## src/rtl/heartaware_pkg.sv

```systemverilog
`default_nettype none
// +----------------------------------------------------------------------+
// | heartaware_pkg                                                       |
// | Shared types and constants for the pulse period measurement path.    |
// | Revision: 1.0                                                        |
// +----------------------------------------------------------------------+
package heartaware_pkg;

    typedef enum logic [1:0] {
        ST_IDLE    = 2'd0,
        ST_MEASURE = 2'd1,
        ST_TIMEOUT = 2'd2
    } meter_state_t;

    localparam int unsigned c_cnt_w_default = 32;

    // Heartbeat limits at the 50 MHz board clock: 300 bpm floor, 30 bpm ceiling.
    localparam int unsigned c_board_clk_hz  = 50_000_000;
    localparam int unsigned c_min_period_hb = c_board_clk_hz / 5;
    localparam int unsigned c_max_period_hb = c_board_clk_hz * 2;

endpackage
`default_nettype wire

```

## src/rtl/sync_rise_detect.sv

```systemverilog
`default_nettype none
// +----------------------------------------------------------------------+
// | sync_rise_detect                                                     |
// | Multi-flop synchronizer followed by a rising-edge detector.          |
// | Revision: 1.0                                                        |
// +----------------------------------------------------------------------+
module sync_rise_detect #(
    parameter int SYNC_STAGES = 2
) (
    input  logic clk,
    input  logic reset,
    input  logic async_in,
    output logic rise
);

    logic [SYNC_STAGES-1:0] r_sync;
    logic                   r_prev;

    always_ff @(posedge clk) begin
        if (reset) begin
            r_sync <= '0;
            r_prev <= 1'b0;
        end else begin
            r_sync <= {r_sync[SYNC_STAGES-2:0], async_in};
            r_prev <= r_sync[SYNC_STAGES-1];
        end
    end

    assign rise = r_sync[SYNC_STAGES-1] & ~r_prev;

endmodule
`default_nettype wire

```

## src/rtl/pulse_period_meter.sv

```systemverilog
`default_nettype none
// +----------------------------------------------------------------------+
// | pulse_period_meter                                                   |
// | Counts clk cycles between rising edges of an asynchronous pulse.     |
// | Revision: 1.0                                                        |
// +----------------------------------------------------------------------+
module pulse_period_meter
    import heartaware_pkg::*;
#(
    parameter int unsigned      CNT_W       = c_cnt_w_default,
    parameter int               SYNC_STAGES = 2,
    parameter logic [CNT_W-1:0] MIN_PERIOD  = CNT_W'(4),
    parameter logic [CNT_W-1:0] MAX_PERIOD  = {CNT_W{1'b1}}
) (
    input  logic             clk,
    input  logic             reset,
    input  logic             enable,
    input  logic             pulse_in,
    output logic [CNT_W-1:0] period_out,
    output logic             period_valid,
    output logic             timeout,
    output logic             measuring
);

    localparam logic [CNT_W-1:0] c_cnt_one = CNT_W'(1);

    logic w_rise;

    meter_state_t     r_state,   w_state_next;
    logic [CNT_W-1:0] r_cnt,     w_cnt_next;
    logic [CNT_W-1:0] r_period,  w_period_next;
    logic             r_valid,   w_valid_next;
    logic             r_timeout, w_timeout_next;
    logic             r_measuring;

    sync_rise_detect #(
        .SYNC_STAGES (SYNC_STAGES)
    ) u_sync_rise (
        .clk      (clk),
        .reset    (reset),
        .async_in (pulse_in),
        .rise     (w_rise)
    );

    always_ff @(posedge clk) begin
        if (reset) begin
            r_state     <= ST_IDLE;
            r_cnt       <= '0;
            r_period    <= '0;
            r_valid     <= 1'b0;
            r_timeout   <= 1'b0;
            r_measuring <= 1'b0;
        end else begin
            r_state     <= w_state_next;
            r_cnt       <= w_cnt_next;
            r_period    <= w_period_next;
            r_valid     <= w_valid_next;
            r_timeout   <= w_timeout_next;
            r_measuring <= (w_state_next == ST_MEASURE);
        end
    end

    always_comb begin
        w_state_next   = r_state;
        w_cnt_next     = r_cnt;
        w_period_next  = r_period;
        w_valid_next   = 1'b0;
        w_timeout_next = r_timeout;

        if (!enable) begin
            w_state_next   = ST_IDLE;
            w_timeout_next = 1'b0;
            w_cnt_next     = '0;
        end else begin
            case (r_state)
                ST_IDLE: begin
                    if (w_rise) begin
                        w_cnt_next   = c_cnt_one;
                        w_state_next = ST_MEASURE;
                    end
                end
                ST_MEASURE: begin
                    // An edge on the MAX_PERIOD cycle is still a valid period.
                    if (w_rise && (r_cnt >= MIN_PERIOD)) begin
                        w_period_next = r_cnt;
                        w_valid_next  = 1'b1;
                        w_cnt_next    = c_cnt_one;
                    end else if (r_cnt == MAX_PERIOD) begin
                        w_state_next   = ST_TIMEOUT;
                        w_timeout_next = 1'b1;
                    end else begin
                        w_cnt_next = r_cnt + 1'b1;
                    end
                end
                ST_TIMEOUT: begin
                    if (w_rise) begin
                        w_timeout_next = 1'b0;
                        w_cnt_next     = c_cnt_one;
                        w_state_next   = ST_MEASURE;
                    end
                end
                default: begin
                    w_state_next = ST_IDLE;
                end
            endcase
        end
    end

    assign period_out   = r_period;
    assign period_valid = r_valid;
    assign timeout      = r_timeout;
    assign measuring    = r_measuring;

endmodule
`default_nettype wire

```

## config.mk

```make
export PLATFORM = sky130hd
export DESIGN_NAME = pulse_period_meter
export DESIGN_NICKNAME = d
export VERILOG_FILES = /design/src/rtl/heartaware_pkg.sv /design/src/rtl/sync_rise_detect.sv /design/src/rtl/pulse_period_meter.sv
export SDC_FILE = /design/constraint.sdc
export NUM_CORES = 1
export LEC_CHECK = 0
export ABC_AREA = 1
export CAP_MARGIN = 20
export CORE_MARGIN = 3
export CORE_UTILIZATION = 52
export DETAILED_ROUTE_END_ITERATION = 7
export HOLD_SLACK_MARGIN = 0.15
export PLACE_DENSITY = 0.75
export SYNTH_ARGS = -nofsm -noshare
export SYNTH_HDL_FRONTEND = slang
export SYNTH_SLANG_ARGS = --single-unit
```

## constraint.sdc

```tcl
create_clock -name clk -period 2.1 [get_ports clk]
set_clock_uncertainty 0.15 [all_clocks]
set_input_delay 0.63 -clock clk [delete_from_list [all_inputs] [get_ports clk]]
set_output_delay 0.63 -clock clk [all_outputs]
set_load 0.02 [all_outputs]
```

* Word level (Yosys, flattened, before mapping)
Cells that the tools add are included.
** Operators by class
- Equal/unequal tests :: 9
- Reductions and logical operators :: 10
- Bitwise gates (word level) :: 4
- Multiplexer cells :: 14
- Add/sub/neg operators :: 1
- Magnitude comparators :: 1
** Operator list (number)
- $mux 32 :: 3
- $pmux 32 s2 :: 1
- $add 32x1->32 const B :: 1
- $eq 32x32->1 const B :: 1
- $ge 32x3->1 const B :: 1
- $mux 2 :: 4
- $ne 2x2->1 const B :: 3
- $reduce_and 3->1 :: 2
- $eq 2x1->1 const B :: 2
- $mux 1 :: 4
- $pmux 2 s2 :: 1
- $reduce_and 4->1 :: 1
- $reduce_bool 2->1 :: 2
- $reduce_or 2->1 :: 2
- $ne 3x3->1 const B :: 1
- $not 1->1 :: 3
- $reduce_or 3->1 :: 1
- $eq 2x2->1 const B :: 1
- $logic_not 2->1 :: 1
- $ne 2x1->1 const B :: 1
- $pmux 1 s2 :: 1
- $and 1x1->1 :: 1
- $logic_and 1x1->1 :: 1
** Word-level totals
- Output and inout bits :: 35
- Flip-flop bits (word level) :: 72

* Logic depth before layout (Yosys ltp)
Gate-level depths: netlist of run 1.
- Word-level depth :: 7
- Mapped depth :: 15

* Modules after synthesis
Synthesis of run 1 repeated with hierarchy kept, for this count alone.
** Second synthesis, totals
- Cells, all modules :: 599
- Area, all modules :: 3809.9 µm²
** By module, submodules not included
- pulse_period_meter :: cells an instance 589, instances 1, area each 3723.6 µm², sequential area each 1381.3 µm²
- sync_rise_detect :: cells an instance 10, instances 1, area each 86.3 µm², sequential area each 60.1 µm²

* Worst setup path after synthesis of run 1
Ideal clock, no wire load.
- Kind :: register to register
- From :: register r_cnt[0]
- To :: register r_cnt[25]
- Library setup time :: 0.113 ns
- Required time :: 1.837 ns
- Period minus slack after synthesis :: 2.000 ns
- Cell stages (with the launch flop) :: 13
- Data arrival time :: 1.737 ns
- Buffers on the path :: 2
- Slack :: 0.100 ns
- Cell sequence :: dfxtp_1 ha_1 inv_2 nor2_2 nand2_2 nor2_4 nand2_4 nand2_8 nand3_4 buf_6 buf_2 nor2_1 nor2_1
** Between the ends
- Longest elaborated chain between the ends :: 4
** Ends and longest elaborated chain
- start, declared :: line pulse_period_meter.sv:30 : logic [CNT_W-1:0] r_cnt, w_cnt_next;
- start signal, assigned :: line pulse_period_meter.sv:55 : r_cnt <= w_cnt_next;
- $add 32x1->32 / $ge 32x3->1 (equally long branches) :: line pulse_period_meter.sv:92, pulse_period_meter.sv:84
- $mux 32 / $logic_and 1x1->1 (equally long branches) :: line pulse_period_meter.sv:88, pulse_period_meter.sv:84
- $mux 32 / $ne 3x3->1 (equally long branches)
- $pmux 32 s2 / $reduce_and 3->1 (equally long branches)
Parallel ways exist; a longest one is shown, timed or not. The select of a mux whose other input is x is not followed.
A chain may end at the register's enable or synchronous reset.

* Final worst setup path of run 1
- From :: register r_period[16] (netlist: period_out[16])
- To :: output period_out[16]
** RTL lines
- start, declared :: line pulse_period_meter.sv:31 : logic [CNT_W-1:0] r_period, w_period_next;
- start signal, assigned :: line pulse_period_meter.sv:56 : r_period <= w_period_next;
- end, declared :: line pulse_period_meter.sv:19 : output logic [CNT_W-1:0] period_out,
No word-level cell between the ends.

==> results.sh, run 1 <==
export IMPL_highest_layer="met4"
export IMPL_whs_path_depth=2
export IMPL_io_pins=39
export IMPL_fillers=693
export IMPL_place_gp_congestion=0.977
export IMPL_finalWorstSetupSlack_ns=0.0408
export IMPL_syn_to_final_growth_pct=23.0
export IMPL_start_kind="flip-flop"
export IMPL_path_class="flip-flop to output pin"
export IMPL_synth_seq_area_share_pct=35.2
export IMPL_hold_worst_slack_ns=0.253
export IMPL_outcome="completed"
export IMPL_worstHoldStart="u_sync_rise.r_sync[0]"
export IMPL_core_mm2=0.00745
export IMPL_die_area_mm2=0.00898
export IMPL_cts_hold_buf=0
export IMPL_pre_cts_ws_ns=0.0546
export IMPL_critPathBufInv=1
export IMPL_seqCellArea_mm2=0.00146
export IMPL_ys_ff_latch=72
export IMPL_drtPass1Iterations=5
export IMPL_initial_core_util_pct=55.0
export IMPL_final_net_count=707
export IMPL_finalSetupViolCount=0
export IMPL_syn_area_mm2=0.00410
export IMPL_max_stage_delay_ns=0.60
export IMPL_synth_top_area_share_pct=35.2
export IMPL_yosysTopAreaCell="dfxtp_1"
export IMPL_dp_hpwl_um=8520
export IMPL_timing_final_crit_share_pct=98.1
export IMPL_worst_path_max_delay_cell="clkdlybuf4s50_1"
export IMPL_r2r_cells=11
export IMPL_clock_sinks=72
export IMPL_drt_iter0_drc=306
export IMPL_ir_worst_vdd_v=0.000437
export IMPL_diodes=0
export IMPL_pwr_density_cell_mw_per_mm2=550
export IMPL_wl_met3_um=957
export IMPL_clk_pin_slew_ns=0.08
export IMPL_die_width_um=94.7
export IMPL_cts_root_buf="clkbuf_8"
export IMPL_die_h_um=94.7
export IMPL_viasPerCell=5.41
export IMPL_grt_ovfl_total=0
export IMPL_crit_required_ns=1.32
export IMPL_core_rowCount=31
export IMPL_cts_htree_levels=3
export IMPL_crit_fanout=2
export IMPL_maxSlewViolCount=0
export IMPL_max_slew_margin_pct=75.4
export IMPL_multi_input_area_mm2=0.00228
export IMPL_synth_cell_types=30
export IMPL_wl_met2_um=5410
export IMPL_grt_pass1_vias=3871
export IMPL_total_leakage_power_uw=0.00243
export IMPL_finalPower_uw=2770
export IMPL_hold_path_end="u_sync_rise.r_sync[1]"
export IMPL_grt_use_total_pct=27.3
export IMPL_antenna_found_initial=0
export IMPL_cts_buffers=9
export IMPL_tritoncts="built"
export IMPL_drc=0
export IMPL_hold_viol=0
export IMPL_clock_latency_ns=0.35
export IMPL_syn_avg_cell_area_um2=6.23
export IMPL_grt_pass1_wl_um=19200
export IMPL_ys_top_cells_by_area="dfxtp_1 35%, nand2_1 19%, nor2_1 10%"
export IMPL_post_place_cells=789
export IMPL_path_cells="clkdlybuf4s50_1"
export IMPL_met1_length_um=5210
export IMPL_postRouteAntennaNets=0
export IMPL_r2r_slack_ns=0.13
export IMPL_wl_per_cell_um=14.6
export IMPL_synthCells=657
export IMPL_postRouteWirelength_um=11700
export IMPL_cts_setup_buffers=0
export IMPL_finalNonFillerCells=805
export IMPL_cap_violations=0
export IMPL_tightest_slew_ns=0.366
export IMPL_num_vias=4356
export IMPL_cp_end_kind="output pin"
export IMPL_clk_path_buf_depth=2
export IMPL_ys_warn_count=0
export IMPL_fmax_ghz=0.486
export IMPL_drive_gt1_share_pct=12.7
export IMPL_hold_path_class="flip-flop to flip-flop"
export IMPL_crit_family="buffers and inverters"
export IMPL_syn_num_nets=663
export IMPL_port_buffers=38
export IMPL_cp_arrival_ns=1.28
export IMPL_r2r_start="r_cnt[0]"
export IMPL_grt_max_degree=57
export IMPL_layout_min_cycle_time_ns=2.06
export IMPL_rr_endpoint="r_cnt[21]"
-- cells in the final DEF, fill, tap and decap left out, drive strengths merged --
cell type and count:
a21oi 51, inv 56, bufinv 1, nand4 53, xnor2 1, nand2 206, nor3 3, dlygate4sd2 1
clkdlybuf4s50 6, dlymetal6s2s 31, nor4 1, clkbuf 10, clkinvlp 2, nor2 119, dfxtp 72, ha 2
buf 34, o21ai 7, nand3b 1, o21bai 1, clkinv 2, nand3 37, xor2 6, or2 3
-- kinds of logic after synthesis --
| kind of cell | synth area share [%] |
|---|---|
| AOI/OAI and AO/OA | 7.27 |
| xor gates and xnor gates | 1.50 |
| adders and majority gates | 0.611 |
| buffers and inverters | 9.99 |
| DFF | 35.2 |
| and+or+nand+nor | 45.4 |
-- synth_stat cells (all sizes together) --
cell type	instances
a21oi	51
buf	22
clkbuf	17
dfxtp	72
ha	2
inv	55
nand2	206
nand3	37
nand3b	1
nand4	53
nor2	119
nor3	3
nor4	1
o21ai	7
o21bai	1
or2	3
xnor2	1
xor2	6
-- state kept, by name, summed over array words and instances (netlist names) --
signal,flops
period_out,32
r_cnt,32
r_state,2
u_sync_rise.r_sync,2
measuring,1
period_valid,1
timeout,1
u_sync_rise.r_prev,1
-- worst reg2reg max path, cell delays in order, from the launching register on --
cell     delay, ns
dfxtp_1       0.39
ha_4          0.18
inv_2         0.06
nor2_4        0.14
nand2_2       0.10
nor2_4        0.16
nand2_4       0.08
nand2_8       0.09
nand3_4       0.08
buf_12        0.19
a21oi_1       0.18
nor2_1        0.06
-- per-stage QoR --
step	utilization, %	TNS, ns	area, µm²
2_1_floorplan	-	0	4100
3_3_place_gp	63.2	0	4700
3_5_place_dp	63.2	0	4700
4_1_cts	65.9	0	4910
5_1_grt	67.7	-0.000104	5040
6_report	67.7	0	5040
-- per-layer routing --
metal  vias to the layer above  global-route usage, %
met3                        13                   4.86
met5                         -                      0
met2                       175                   44.5
met4                         0                   6.97
li1                       2195                      -
met1                      1973                   37.3
-- area by class of cell --
| class | instances | area share, % |
|---|---|---|
| Clock buffer | 10 | 2.73 |
| Clock inverter | 6 | 1.34 |
| Inverter | 55 | 4.10 |
| Multi-Input combinational cell | 491 | 45.2 |
| Sequential cell | 72 | 29.0 |
| Tap cell | 99 | 2.46 |
| Timing Repair Buffer | 72 | 15.2 |
-- what timing repair did --
item	CTS	global route
gates cloned	0	0
resized for setup	1	56
setup endpoints to repair	1	67
-- worst max path at each step --
stage,start,endpoint,slack (ns),depth (start not counted)
global placement,enable,r_cnt[0],0.08,5
detailed placement,enable,r_cnt[14],0.05,5
global route,period_out[16],period_out[16],-0.0001,1
floorplan,r_cnt[0],r_cnt[25],0.10,12
finish,period_out[16],period_out[16],0.04,1
CTS,period_out[3],period_out[3],0.0003,1
-- power breakdown --
part / switching [µW] / total [µW] / internal, µW
combinational: 149 / 224 / 74.6
sequential: 16.7 / 1390 / 1380
clock: 568 / 1150 / 585
Note: power is estimated with default switching activity, not from simulation.
==> inputs of run 2 (changes only) <==
CORE_UTILIZATION = 55   (was 52)
DONT_BUFFER_PORTS = 1   (was unset)
PLACE_DENSITY = 0.72   (was 0.75)
SKIP_CTS_REPAIR_TIMING = 1   (was unset)
clock period = 1.8 ns   (was 2.1 ns; I/O delays follow)
==> results.sh, run 2 (synthesis gave the netlist of run 1 again) <==
export IMPL_outcome="finished, violations left"
export IMPL_violations="setup timing"
export IMPL_wl_per_cell_um=17.3
export IMPL_crit_top_cell="nand2_1"
export IMPL_viasPerCell=5.80
export IMPL_num_vias=4990
export IMPL_grt_pass1_wl_um=19900
export IMPL_place_gp_congestion=0.988
export IMPL_tritoncts="built"
export IMPL_r2r_slack_ns=-0.17
export IMPL_ir_worst_vdd_v=0.000356
export IMPL_max_stage_delay_ns=0.38
export IMPL_postRouteAntennaNets=0
export IMPL_cts_buffers=9
export IMPL_port_buffers=0
export IMPL_hold_path_class="primary input to flip-flop"
export IMPL_die_h_um=92.3
export IMPL_grt_pass1_vias=4071
export IMPL_pwr_density_cell_mw_per_mm2=596
export IMPL_hold_worst_slack_ns=0.203
export IMPL_final_net_count=766
export IMPL_maxSlewViolCount=0
export IMPL_r2r_start="r_cnt[19]"
export IMPL_start_kind="flip-flop"
export IMPL_worst_path_max_delay_cell="dfxtp_2"
export IMPL_cp_arrival_ns=2.12
export IMPL_hold_path_end="period_out[3]"
export IMPL_rr_endpoint="r_cnt[6]"
export IMPL_core_rowCount=30
export IMPL_clock_sinks=72
export IMPL_postRouteWirelength_um=14900
export IMPL_hold_viol=0
export IMPL_initial_core_util_pct=58.3
export IMPL_whs_path_depth=2
export IMPL_drtPass1Iterations=6
export IMPL_worstHoldStart="enable"
export IMPL_r2r_cells=11
export IMPL_max_slew_margin_pct=64.3
export IMPL_fmax_ghz=0.507
export IMPL_finalPower_uw=3490
export IMPL_clk_path_buf_depth=2
export IMPL_syn_to_final_growth_pct=42.9
export IMPL_tns_ns=-5.33
export IMPL_finalSetupViolCount=68
export IMPL_grt_ovfl_total=0
export IMPL_grt_max_degree=38
export IMPL_path_cells="nand2_1 -> nor2_1 -> nand2_1 -> nor2_4 -> nand2_4 -> nand2_8 -> nand3_4 -> clkbuf_16 -> nand2_1 -> inv_1 -> nor2_1"
export IMPL_cp_end_kind="flip-flop"
export IMPL_die_area_mm2=0.00852
export IMPL_die_width_um=92.3
export IMPL_core_mm2=0.00702
export IMPL_critPathBufInv=2
export IMPL_final_common_cell="nand2_1"
export IMPL_crit_family="simple AND/OR/NAND/NOR gates"
export IMPL_mostFrequentLayoutCells="180 x nand2_1, 104 x buf_4, 93 x nor2_1"
export IMPL_grt_use_total_pct=29.6
export IMPL_path_class="flip-flop to flip-flop"
export IMPL_antenna_found_initial=0
export IMPL_cts_root_buf="clkbuf_8"
export IMPL_drt_iter0_drc=457
export IMPL_fin_util_pct=83.4
export IMPL_io_pins=39
export IMPL_total_leakage_power_uw=0.00242
export IMPL_cts_htree_levels=3
export IMPL_diodes=0
export IMPL_crit_required_ns=1.95
export IMPL_clk_pin_slew_ns=0.09
export IMPL_drive_gt1_share_pct=33.7
export IMPL_clock_latency_ns=0.36
export IMPL_tightest_slew_ns=0.535
export IMPL_layout_min_cycle_time_ns=1.97
export IMPL_dp_hpwl_um=9390
export IMPL_drc=0
export IMPL_fillers=466
export IMPL_cap_violations=0
export IMPL_crit_fanout=5
export IMPL_timing_final_crit_share_pct=110
export IMPL_finalWorstSetupSlack_ns=-0.172
export IMPL_rsz0062_at_grt="true"
[run 2: where the power goes]
group          internal, µW  total, µW  switching [µW]
sequential             1600       1620            15.8
combinational           167        403             236
clock                   789       1460             676
total                  2560       3490             927
[run 2: area by class of cell]
| cell class | instances | area [µm²] | share of cell area, % |
|---|---|---|---|
| inverter | 55 | 209 | 3.57 |
| multi-input combinational | 492 | 2570 | 43.9 |
| clock inverter | 6 | 91.3 | 1.56 |
| tap | 96 | 120 | 2.05 |
| clock buffer | 10 | 128 | 2.18 |
| sequential | 72 | 1480 | 25.2 |
| timing repair buffer | 130 | 1260 | 21.5 |
[run 2: worst max path at each step]
stage / start / endpoint / slack [ns] / cells after the start
CTS: r_cnt[10] / r_cnt[3] / -0.18 / 14
detailed placement: r_cnt[10] / r_cnt[3] / -0.15 / 14
global route: r_cnt[22] / r_cnt[22] / -0.25 / 12
global placement: r_cnt[10] / r_cnt[22] / -0.15 / 12
floorplan: r_cnt[13] / r_cnt[19] / 0.002 / 11
finish: r_cnt[19] / r_cnt[6] / -0.17 / 11
[run 2: stage by stage]
stage                     cell area (µm²)  std cells  setup slack, ns
after detailed placement             4920        823           -0.147
after global placement               4920        823           -0.149
after global routing                 5850        861           -0.247
final                                5850        861           -0.172
after floorplan                      4130        657          0.00185
after CTS                            5140        839           -0.176
[run 2: layer usage]
metal	track usage, %	share of wire, %	vias to the layer above	wire, µm
li1	-	-	2326	-
met1	40.3	41	2317	6040
met2	48.2	46	289	6800
met3	4.31	10	58	1510
met4	9.90	3.6	0	540
met5	0	0	-	0
==> inputs of run 3 (changes only) <==
MAX_ROUTING_LAYER = met4   (was unset)
PLACE_DENSITY = 0.69   (was 0.72)
clock period = 2.2 ns   (was 1.8 ns; I/O delays follow)
==> results.sh, run 3 (synthesis gave the netlist of run 1 again) <==
export IMPL_crit_fanout=21
export IMPL_pwr_density_cell_mw_per_mm2=606
export IMPL_port_buffers=0
export IMPL_start_kind="flip-flop"
export IMPL_cts_buffers=9
export IMPL_timing_final_crit_share_pct=94.5
export IMPL_wl_per_cell_um=15.1
export IMPL_cts_root_buf="clkbuf_8"
export IMPL_hold_path_class="primary input to flip-flop"
export IMPL_dp_hpwl_um=8570
export IMPL_cp_arrival_ns=2.20
export IMPL_grt_max_degree=38
export IMPL_max_slew_margin_pct=66.3
export IMPL_drt_iter0_drc=319
export IMPL_crit_required_ns=2.32
export IMPL_path_class="flip-flop to flip-flop"
export IMPL_place_area_mm2=0.00426
export IMPL_cap_violations=0
export IMPL_final_common_cell="nand2_1"
export IMPL_total_leakage_power_uw=0.00170
export IMPL_hold_viol=0
export IMPL_die_h_um=92.3
export IMPL_drtPass1Iterations=5
export IMPL_maxSlewViolCount=0
export IMPL_core_mm2=0.00702
export IMPL_core_rowCount=30
export IMPL_grt_pass1_vias=3759
export IMPL_pre_cts_ws_ns=0.0863
export IMPL_grt_ovfl_total=0
export IMPL_postRouteWirelength_um=11500
export IMPL_grt_use_total_pct=28.5
export IMPL_place_gp_congestion=0.944
export IMPL_finalWorstSetupSlack_ns=0.122
export IMPL_layout_min_cycle_time_ns=2.08
export IMPL_mostFrequentLayoutCells="201 x nand2_1, 112 x nor2_1, 66 x dfxtp_1"
export IMPL_tritoncts="built"
export IMPL_viasPerCell=5.50
export IMPL_clk_path_buf_depth=2
export IMPL_fillers=674
export IMPL_io_pins=39
export IMPL_clock_latency_ns=0.36
export IMPL_clk_pin_slew_ns=0.09
export IMPL_final_net_count=666
export IMPL_tightest_slew_ns=0.503
export IMPL_num_vias=4188
export IMPL_drive_gt1_share_pct=11.0
export IMPL_fin_util_pct=64.1
export IMPL_final_area_mm2=0.00450
export IMPL_diodes=0
export IMPL_antenna_found_initial=0
export IMPL_ir_worst_vdd_v=0.000488
export IMPL_fmax_ghz=0.481
export IMPL_die_area_mm2=0.00852
export IMPL_finalSetupViolCount=0
export IMPL_cp_end_kind="flip-flop"
export IMPL_postRouteAntennaNets=0
export IMPL_grt_pass1_wl_um=18700
export IMPL_clock_sinks=72
export IMPL_initial_core_util_pct=58.3
export IMPL_drc=0
export IMPL_die_width_um=92.3
export IMPL_syn_to_final_growth_pct=9.87
export IMPL_outcome="completed"
export IMPL_cts_htree_levels=3
-- run 3: cell count changes in the layout (fill, tap and decap cells not counted), sizes merged --
cell | previous run | this run
dlygate4sd3 | 1 | 0
clkbuf | 19 | 9
buf | 120 | 31
nand3 | 38 | 37
clkinvlp | 1 | 0
clkinv | 1 | 3
-- run 3: cell type report --
cell class,count,area (µm²),share of cell area [%]
tap,96,120,2.67
clock inverter,7,103,2.28
timing repair buffer,31,245,5.45
sequential,72,1450,32.2
inverter,55,206,4.59
clock buffer,9,124,2.75
multi-input combinational,491,2250,50.1
-- run 3: critical path, cell delays in order, from the launching register on --
cell,delay (ns)
dfxtp_1,0.51
inv_1,0.10
nand2_1,0.11
nor2_1,0.05
nand2_1,0.06
nor2_1,0.04
nand2_1,0.12
nand3_2,0.21
nand3_4,0.13
buf_4,0.24
nand2_1,0.07
a21oi_1,0.21
-- run 3: worst paths after layout --
kind	end	cells past startpoint	slack (ns)	from
max reg2reg	r_cnt[0]	11	0.12	r_cnt[11]
min reg2reg	u_sync_rise.r_sync[1]	2	0.26	u_sync_rise.r_sync[0]
max	r_cnt[0]	11	0.12	r_cnt[11]
min	period_out[3]	1	0.21	reset
-- run 3: metrics by stage --
stage | std cells | setup TNS (ns) | power (µW) | hold WS (ns)
after floorplan | 657 | 0 | 1500 | 0.238
after global placement | 745 | 0 | 1530 | 0.239
after detailed placement | 745 | 0 | 1540 | 0.246
after CTS | 761 | 0 | 2740 | 0.209
after global routing | 761 | -0.0240 | 2810 | 0.199
final | 761 | 0 | 2730 | 0.213
-- run 3: report_power, final --
group	switching, µW	internal, µW
registers	13.4	1310
logic	126	60.7
clock network	562	653
total	701	2030
-- run 3: layer usage --
metal  track usage, %  share of wire, %  vias up
li1                 -                 -     2114
met1             39.2                48     1911
met2             42.6                44      146
met3             5.04               6.1       17
met4             9.28               1.7        0
met5                -                 0        -
